<file path="src/rtl/alu_pkg.sv">
// Shared ALU definitions: operation encodings, MIPS opcode/funct constants and the R-type funct decode.
package alu_pkg;

  typedef enum logic [3:0] {
    ALU_ADD  = 4'd0,
    ALU_SUB  = 4'd1,
    ALU_AND  = 4'd2,
    ALU_OR   = 4'd3,
    ALU_XOR  = 4'd4,
    ALU_NOR  = 4'd5,
    ALU_SLT  = 4'd6,
    ALU_SLTU = 4'd7,
    ALU_MUL  = 4'd8,
    ALU_DIV  = 4'd9,
    ALU_MFHI = 4'd10,
    ALU_MFLO = 4'd11
  } alu_op_e;

  localparam logic [5:0] OP_RTYPE = 6'b000000;
  localparam logic [5:0] OP_ADDI  = 6'b001000;
  localparam logic [5:0] OP_LW    = 6'b100011;
  localparam logic [5:0] OP_SW    = 6'b101011;
  localparam logic [5:0] OP_BEQ   = 6'b000100;
  localparam logic [5:0] OP_BNE   = 6'b000101;
  localparam logic [5:0] OP_SLTI  = 6'b001010;
  localparam logic [5:0] OP_ANDI  = 6'b001100;
  localparam logic [5:0] OP_ORI   = 6'b001101;
  localparam logic [5:0] OP_XORI  = 6'b001110;

  localparam logic [5:0] FN_ADD  = 6'b100000;
  localparam logic [5:0] FN_SUB  = 6'b100010;
  localparam logic [5:0] FN_AND  = 6'b100100;
  localparam logic [5:0] FN_OR   = 6'b100101;
  localparam logic [5:0] FN_XOR  = 6'b100110;
  localparam logic [5:0] FN_NOR  = 6'b100111;
  localparam logic [5:0] FN_SLT  = 6'b101010;
  localparam logic [5:0] FN_SLTU = 6'b101011;
  localparam logic [5:0] FN_MUL  = 6'b011000;
  localparam logic [5:0] FN_DIV  = 6'b011010;
  localparam logic [5:0] FN_MFHI = 6'b010000;
  localparam logic [5:0] FN_MFLO = 6'b010010;

  // Unknown funct codes fall back to ADD so the datapath always has a defined op.
  function automatic alu_op_e rtype_op(input logic [5:0] funct);
    case (funct)
      FN_ADD:  return ALU_ADD;
      FN_SUB:  return ALU_SUB;
      FN_AND:  return ALU_AND;
      FN_OR:   return ALU_OR;
      FN_XOR:  return ALU_XOR;
      FN_NOR:  return ALU_NOR;
      FN_SLT:  return ALU_SLT;
      FN_SLTU: return ALU_SLTU;
      FN_MUL:  return ALU_MUL;
      FN_DIV:  return ALU_DIV;
      FN_MFHI: return ALU_MFHI;
      FN_MFLO: return ALU_MFLO;
      default: return ALU_ADD;
    endcase
  endfunction

endpackage

</file>
<file path="src/rtl/alu_decoder.sv">
// Combinational opcode/funct to ALU operation decoder.
module alu_decoder
  import alu_pkg::*;
(
  input  logic [5:0] opcode,
  input  logic [5:0] funct,
  output alu_op_e    alu_op
);

  always_comb begin
    alu_op = ALU_ADD;
    case (opcode)
      OP_RTYPE:              alu_op = rtype_op(funct);
      OP_ADDI, OP_LW, OP_SW: alu_op = ALU_ADD;
      OP_BEQ, OP_BNE:        alu_op = ALU_SUB;
      OP_SLTI:               alu_op = ALU_SLT;
      OP_ANDI:               alu_op = ALU_AND;
      OP_ORI:                alu_op = ALU_OR;
      OP_XORI:               alu_op = ALU_XOR;
      default:               alu_op = ALU_ADD;
    endcase
  end

endmodule

</file>
<file path="src/rtl/alu_top.sv">
// 32-bit MIPS-style ALU: combinational datapath plus HI/LO registers loaded by DIV.
module alu_top
  import alu_pkg::*;
(
  input  logic        clkACC,
  input  logic        rst,
  input  logic [5:0]  opcode,
  input  logic [5:0]  funct,
  input  logic [31:0] A,
  input  logic [31:0] B,
  output logic [3:0]  ALUop,
  output logic [31:0] ALUresult,
  output logic        zero,
  output logic        overflow
);

  alu_op_e     alu_op;
  logic [31:0] hi_reg;
  logic [31:0] lo_reg;
  logic [31:0] sum;
  logic [31:0] diff;
  logic [31:0] product;
  logic        div_ovf;
  logic [31:0] div_b;
  logic [31:0] quotient;
  logic [31:0] remainder;

  alu_decoder u_decoder (
    .opcode (opcode),
    .funct  (funct),
    .alu_op (alu_op)
  );

  assign ALUop   = alu_op;
  assign sum     = A + B;
  assign diff    = A - B;
  assign product = $signed(A) * $signed(B);

  // Divisor is forced to 1 for B==0 and for -2^31/-1 so the divider never sees an undefined case.
  assign div_ovf   = (A == 32'h8000_0000) && (B == 32'hFFFF_FFFF);
  assign div_b     = ((B == 32'h0) || div_ovf) ? 32'h1 : B;
  assign quotient  = div_ovf ? 32'h8000_0000 : 32'($signed(A) / $signed(div_b));
  assign remainder = div_ovf ? 32'h0 : 32'($signed(A) % $signed(div_b));

  always_comb begin
    ALUresult = 32'h0;
    overflow  = 1'b0;
    case (alu_op)
      ALU_ADD: begin
        ALUresult = sum;
        overflow  = (A[31] == B[31]) && (sum[31] != A[31]);
      end
      ALU_SUB: begin
        ALUresult = diff;
        overflow  = (A[31] != B[31]) && (diff[31] != A[31]);
      end
      ALU_AND:  ALUresult = A & B;
      ALU_OR:   ALUresult = A | B;
      ALU_XOR:  ALUresult = A ^ B;
      ALU_NOR:  ALUresult = ~(A | B);
      ALU_SLT:  ALUresult = {31'b0, $signed(A) < $signed(B)};
      ALU_SLTU: ALUresult = {31'b0, A < B};
      ALU_MUL:  ALUresult = product;
      ALU_DIV:  ALUresult = 32'h0;
      ALU_MFHI: ALUresult = hi_reg;
      ALU_MFLO: ALUresult = lo_reg;
      default:  ALUresult = 32'h0;
    endcase
  end

  assign zero = (ALUresult == 32'h0);

  always_ff @(posedge clkACC or posedge rst) begin
    if (rst) begin
      hi_reg <= 32'h0;
      lo_reg <= 32'h0;
    end else if ((alu_op == ALU_DIV) && (B != 32'h0)) begin
      hi_reg <= remainder;
      lo_reg <= quotient;
    end
  end

endmodule

</file>
<file path="config.mk">
export PLATFORM = sky130hd
export DESIGN_NAME = alu_top
export DESIGN_NICKNAME = d
export VERILOG_FILES = /design/src/rtl/alu_pkg.sv /design/src/rtl/alu_decoder.sv /design/src/rtl/alu_top.sv
export SDC_FILE = /design/constraint.sdc
export NUM_CORES = 2
export LEC_CHECK = 0
export CELL_PAD_IN_SITES_DETAIL_PLACEMENT = 1
export CELL_PAD_IN_SITES_GLOBAL_PLACEMENT = 1
export CORE_AREA = 3 3 346 348
export CTS_BUF_LIST = sky130_fd_sc_hd__clkbuf_4 sky130_fd_sc_hd__clkbuf_8
export CTS_CLUSTER_SIZE = 14
export DETAILED_ROUTE_END_ITERATION = 6
export DIE_AREA = 0 0 349 351
export HOLD_SLACK_MARGIN = 0.06
export MAX_ROUTING_LAYER = met4
export PLACE_DENSITY_LB_ADDON = 0.1
export SKIP_CTS_REPAIR_TIMING = 1
export SLEW_MARGIN = 20
export SYNTH_ARGS = -nofsm -noshare
export SYNTH_HDL_FRONTEND = slang
export SYNTH_SLANG_ARGS = --single-unit
</file>
<file path="constraint.sdc">
create_clock -name clkACC -period 18.99 [get_ports clkACC]
set_input_delay 4.7475 -clock clkACC [delete_from_list [all_inputs] [get_ports clkACC]]
set_output_delay 4.7475 -clock clkACC [all_outputs]
set_load 0.01 [all_outputs]
</file>
==> results list, run 1 <==
* Status: stopped before the end
* Stopping stage: 3_5_place_dp
* First Err: [ERROR DPL-0033] detailed placement checks failed during check placement.
* Half-perimeter wire length after placement: approximately 370 mm
- By area, the combinational part of the netlist is dominated by adder cells.
* Post-Synthesis Net Count: 9307
- Distinct cell type count after synthesis: 123
- After floorplanning, the core was divided into about 130 placement rows.
- Cells after Synth: between 8k and 9k
- sky130_fd_sc_hd__nand2_1 is the most common cell in the netlist.
- The congestion estimate from routability-driven global placement came to approximately 1.2.
* Die width: roughly 350 um
- The synthesized design contains 64 register bits.
- For this configuration, the core starts out at a cell density of 0.4892.
* Post-Synth Simple-Gate Area: 0.2366
- Synth top cells by count: sky130_fd_sc_hd__nand2_1, sky130_fd_sc_hd__nor2_1, sky130_fd_sc_hd__inv_1
- The post-synthesis compound-gate area fraction was 0.2436.
- Proportion of register bits with asynchronous set or reset after synthesis: 1.000
* Yosys top cell by area: sky130_fd_sc_hd__ha_1
- Area fraction of the dominant cell type after synthesis: 0.1710
- After synthesis the cells add up to approximately 57000 sq um.
* Ys Warns: 0
- Cell types occupying the most area after synthesis: sky130_fd_sc_hd__ha_1, sky130_fd_sc_hd__fa_1, sky130_fd_sc_hd__nand2_1, sky130_fd_sc_hd__xnor2_1, sky130_fd_sc_hd__nor2_1
* Number of placed I/O pins: between 100 and 150
* Number of synthesized flops with an enable pin: 0
- Of the synthesized area, sequential elements account for 0.02810.
* Buffers on Ports: around 120
- For this run, the leading register cell type out of synthesis is sky130_fd_sc_hd__dfrtp_1.
* Arithmetic-cell share of the synthesized area counting full adders, half adders and majority gates: 0.3153
* DIE HEIGHT: around 350 um
* Parity-gate share of the synthesized area counting xor and xnor cells: 0.08802
- Of the post-synthesis cell area, the part taken by muxes is 0.01181.
- Dividing the synthesized area by the synthesized cell count gives between 7 and 8 sq um.
[through the flow]
stage / std cells / cell area (sq um)
after global placement: 12087 / 81000
after floorplan: 8039 / 59160
[cells by family after synthesis]
kind of cell / count (synthesis)
and+or+nand+nor: 2918
AOI/OAI and AO/OA: 2091
adders and majority gates: 1190
buffers and inverters: 1142
xor gates and xnor gates: 572
DFF: 64
muxes: 62
==> run 2, diff against run 1 <==
- CELL_PAD_IN_SITES_DETAIL_PLACEMENT: 1 -> unset
- CELL_PAD_IN_SITES_GLOBAL_PLACEMENT: 1 -> unset
- CORE_AREA: 3 3 346 348 -> 3 3 402 404
- CTS_BUF_LIST: sky130_fd_sc_hd__clkbuf_4 sky130_fd_sc_hd__clkbuf_8 -> unset
- CTS_CLUSTER_SIZE: 14 -> unset
- DIE_AREA: 0 0 349 351 -> 0 0 405 407
- HOLD_SLACK_MARGIN: 0.06 -> unset
- MAX_ROUTING_LAYER: met4 -> unset
- PLACE_DENSITY_LB_ADDON: 0.1 -> 0.15
==> run 2 against run 1 <==
  * The flow now finishes, with violations (negative setup slack)
  * Synthesized cell count unchanged
  * Synthesized area unchanged
==> results list, run 2 <==
* Status: complete, but fails checks
* Failing checks: negative setup slack
- Cells after Synth: around 8k
* CP top delay family: compound AO/OA/AOI/OAI gates
- In the layout the commonest cells are sky130_fd_sc_hd__buf_4, sky130_fd_sc_hd__nand2_1, sky130_fd_sc_hd__inv_1, sky130_fd_sc_hd__nor2_1, sky130_fd_sc_hd__ha_1.
- The clock net in this run drives a total of 64 sinks.
- Total power per unit cell area: approximately 180 nW/um^2
* Distinct cell type count after synthesis: about 120
* Critical path peak fanout: 13
- By count the netlist is led by sky130_fd_sc_hd__nand2_1, sky130_fd_sc_hd__nor2_1, sky130_fd_sc_hd__inv_1.
- CTS max path bufs: 2
* Worst r2r path cells: 2
* Worst reg2reg path endpoint: lo_reg[18]$_DFFE_PP0P_
* Core outline area: 158200 sq um
- The worst-case IR drop observed on VDD is roughly 0.59 mV.
- Startpoint of the lowest-slack hold path: hi_reg[22]$_DFFE_PP0P_
* Area growth from synthesis to layout: 56.86%
* Num CTS Buffers: 9
* Final setup fails: between 60 and 70
- At the later pin of the worst-skew pair, clock insertion delay measures ~0.35 ns.
- STA puts the critical path data required time at approximately 19 ns.
- For this design the static power due to leakage is ~0.044 uW.
* Startpoint kind of the worst setup timing path: input port
* Number of design rule violations left after detail routing: 0
- Vias in the first global route: approximately 71k
- RSZ-0062 raised after global routing: true
- The most used flip-flop cell after synthesis is sky130_fd_sc_hd__dfrtp_1.
- At the worst endpoint, the arrival time is between 70 and 80 ns.
- 1st-pass router iterations: 6
- In this run the critical register-to-register path is launched from lo_reg[18]$_DFFE_PP0P_.
* Post-Synthesis Net Count: 9307
- Total Power Consumption: roughly 16000 uW
- Net count reported at finish: 12.18k
* Worst min-delay path endpoint: hi_reg[22]$_DFFE_PP0P_
* Largest net degree at the start of global routing: 61
- Die area: roughly 160000 sq um
- PnR worst setup slack: -56.14 ns
- Fraction of layout cells with a size suffix above 1: 0.3745
- Yosys top cell by area: sky130_fd_sc_hd__ha_1
- The initial antenna violation count is 16.
- Highest attainable clock frequency: approximately 13 MHz
- For the pin with the worst max-slew slack, the measured transition is around 1.1 ns.
- Crit share post-route: 3.956
- Counting tap cells, the placed design contains a total of ~13k instances.
- Total via count in the routed design: roughly 75k
- By area the synthesized netlist is led by sky130_fd_sc_hd__ha_1, sky130_fd_sc_hd__fa_1, sky130_fd_sc_hd__nand2_1, sky130_fd_sc_hd__xnor2_1, sky130_fd_sc_hd__nor2_1.
- The tightest min-delay check is of the register to register type.
- Die width: just over 400 um
* Antenna Nets Post-Route: 0
- Across the run, the number of max-cap violations was 0.
* Count of standard-cell rows: 146
- All-Layer GR Usage: 0.3954
- Kind of critical path: input port to register
* Clock-pin transition on the worst setup and hold timing paths: around 0.060 ns
* Clock tree from TritonCTS: built
* Netlist area before placement: ~57000 sq um
- The critical path contains buffers and inverters numbering 43 combined.
* DIE HEIGHT: 407 um
- Via/cell ratio: between 5 and 6
* Count leader, synth: sky130_fd_sc_hd__nand2_1
* Crit path max-delay cell type: sky130_fd_sc_hd__or4b_4
* Global route overflow: 0
- For this run, the number of Yosys warnings is 0.
- For this configuration, the core starts out at a cell density of 0.3603.
- After synthesis the netlist holds a flip-flop and latch count of 64.
- Number of levels the H-tree was split into: 3
- On the worst path, the slowest cell contributes a delay of between 0.5 and 0.6 ns.
- Dividing the detail-routed wire length by the instance count gives around 26 um.
- Final critical delay including setup and external delays: about 75 ns
- Max-slew violation total from the final report: 0
- Summing all multi-input logic gate instances after layout gives between 50000 and 60000 sq um.
- Clk root buf: sky130_fd_sc_hd__clkbuf_16
- Maximum clock skew at final layout: 0 ns
- The first global-routing pass estimated between 400 and 500 mm of wire.
- Area fraction of the dominant cell type after synthesis: 0.1710
* Post-route insts no fill: around 13k
- The detailed router finished its first iteration with roughly 7.6k violations.
- Final hold violation count: 0
- The congestion estimate from routability-driven global placement came to ~1.1.
* Setup slack on the worst flop-to-flop path: 18.16 ns
* Library cell appearing most often on the critical path: sky130_fd_sc_hd__o21a_1
- The worst setup path is captured at a register.
- Most common cell after layout, fill and taps aside: sky130_fd_sc_hd__buf_4
* Area after DPL: between 80000 and 90000 sq um
- Proportion of register bits with asynchronous set or reset after synthesis: 1.000
- Of the synthesized area, sequential elements account for 0.02810.
- Worst setup slack before clock tree synthesis: -61.60 ns
- Along the worst hold path, the cell count comes to 2.
- In this run, synthesis inferred 0 flip-flops with an integrated enable.
- Summed over all layers, the routed wires come to approximately 340 mm.
- Pin placement for this block handled 116 I/O pins.
- Buffers on Ports: 115
- Non-Filler Cell Area, Final: around 90000 sq um
- Filler Cell Count: around 15k
* Average cell area after synthesis: around 7.1 sq um
- Storage cell area: 1602 sq um
- Max transition margin: 0.2503
- Half-perimeter wire length after placement: between 200 and 300 mm
==> run 2: cell counts after synthesis <==
No cell type changed its count.
==> run 2: layout make-up <==
class | count | share of cell area
diodes | 8 | 0.0002239
well taps | 2072 | 0.02899
repair buffers | 3193 | 0.2819
clock inverters | 7 | 0.001147
multi-input cells | 6834 | 0.6330
flip-flops and latches | 64 | 0.01791
inverters | 811 | 0.03423
clock buffers | 9 | 0.002519
==> run 2: cell families after synthesis <==
| group | after synthesis | share of synthesized area |
|---|---|---|
| multiplexers | 62 | 0.01181 |
| XOR/XNOR | 572 | 0.08802 |
| AO/OA/AOI/OAI | 2091 | 0.2436 |
| buffers and inverters | 1142 | 0.07658 |
| AND/OR/NAND/NOR | 2918 | 0.2366 |
| adder cells (fa/ha/maj) | 1190 | 0.3153 |
| flip-flops | 64 | 0.02810 |
==> run 2: metal layers <==
layer  vias up  track usage  part of all wire
li1      33852            -                 -
met1     36429       0.5210              0.41
met2      3731       0.6080              0.42
met3       965      0.07207             0.093
met4         8       0.2216             0.072
met5         -            0           0.00070
==> run 2: worst reg2reg max path: cells and delay by family, from the launching register on <==
kind            cells  cell delay, ns
flops               1            0.51
simple gates        1            0.10
compound gates      1            0.08
==> run 2: report_power, final <==
part / leakage (uW) / internal, uW / total [uW] / switching (uW)
clock: 0.000157 / 116 / 188 / 71.4
sequential: 0.000889 / 137 / 138 / 0.680
combinational: 0.0431 / 7110 / 15500 / 8430
==> run 2: how the worst max path moves through the flow <==
| stage | from | end | slack [ns] | cells after the start |
|---|---|---|---|---|
| 6_report | B[9] | hi_reg[30]$_DFFE_PP0P_ | -56.14 | 363 |
| 5_1_grt | B[9] | hi_reg[26]$_DFFE_PP0P_ | -58.75 | 371 |
| 4_1_cts | B[0] | hi_reg[31]$_DFFE_PP0P_ | -61.77 | 364 |
| 3_5_place_dp | B[0] | hi_reg[31]$_DFFE_PP0P_ | -61.60 | 363 |
| 3_3_place_gp | B[0] | hi_reg[25]$_DFFE_PP0P_ | -60.74 | 361 |
| 2_1_floorplan | B[1] | lo_reg[30]$_DFFE_PP0P_ | -57.29 | 389 |
==> run 2: metrics by stage <==
stage,setup TNS [ns],hold slack [ns],utilization
after floorplan,-3629.23,0.4386,-
after global placement,-3840.87,0.4481,0.5211
after detailed placement,-3897.00,0.4593,0.5212
after CTS,-3907.99,0.4736,0.5232
after global routing,-3716.59,0.5146,0.5651
final,-3551.43,0.4761,0.5652
No activity file was read; power rests on OpenSTA's default activity.
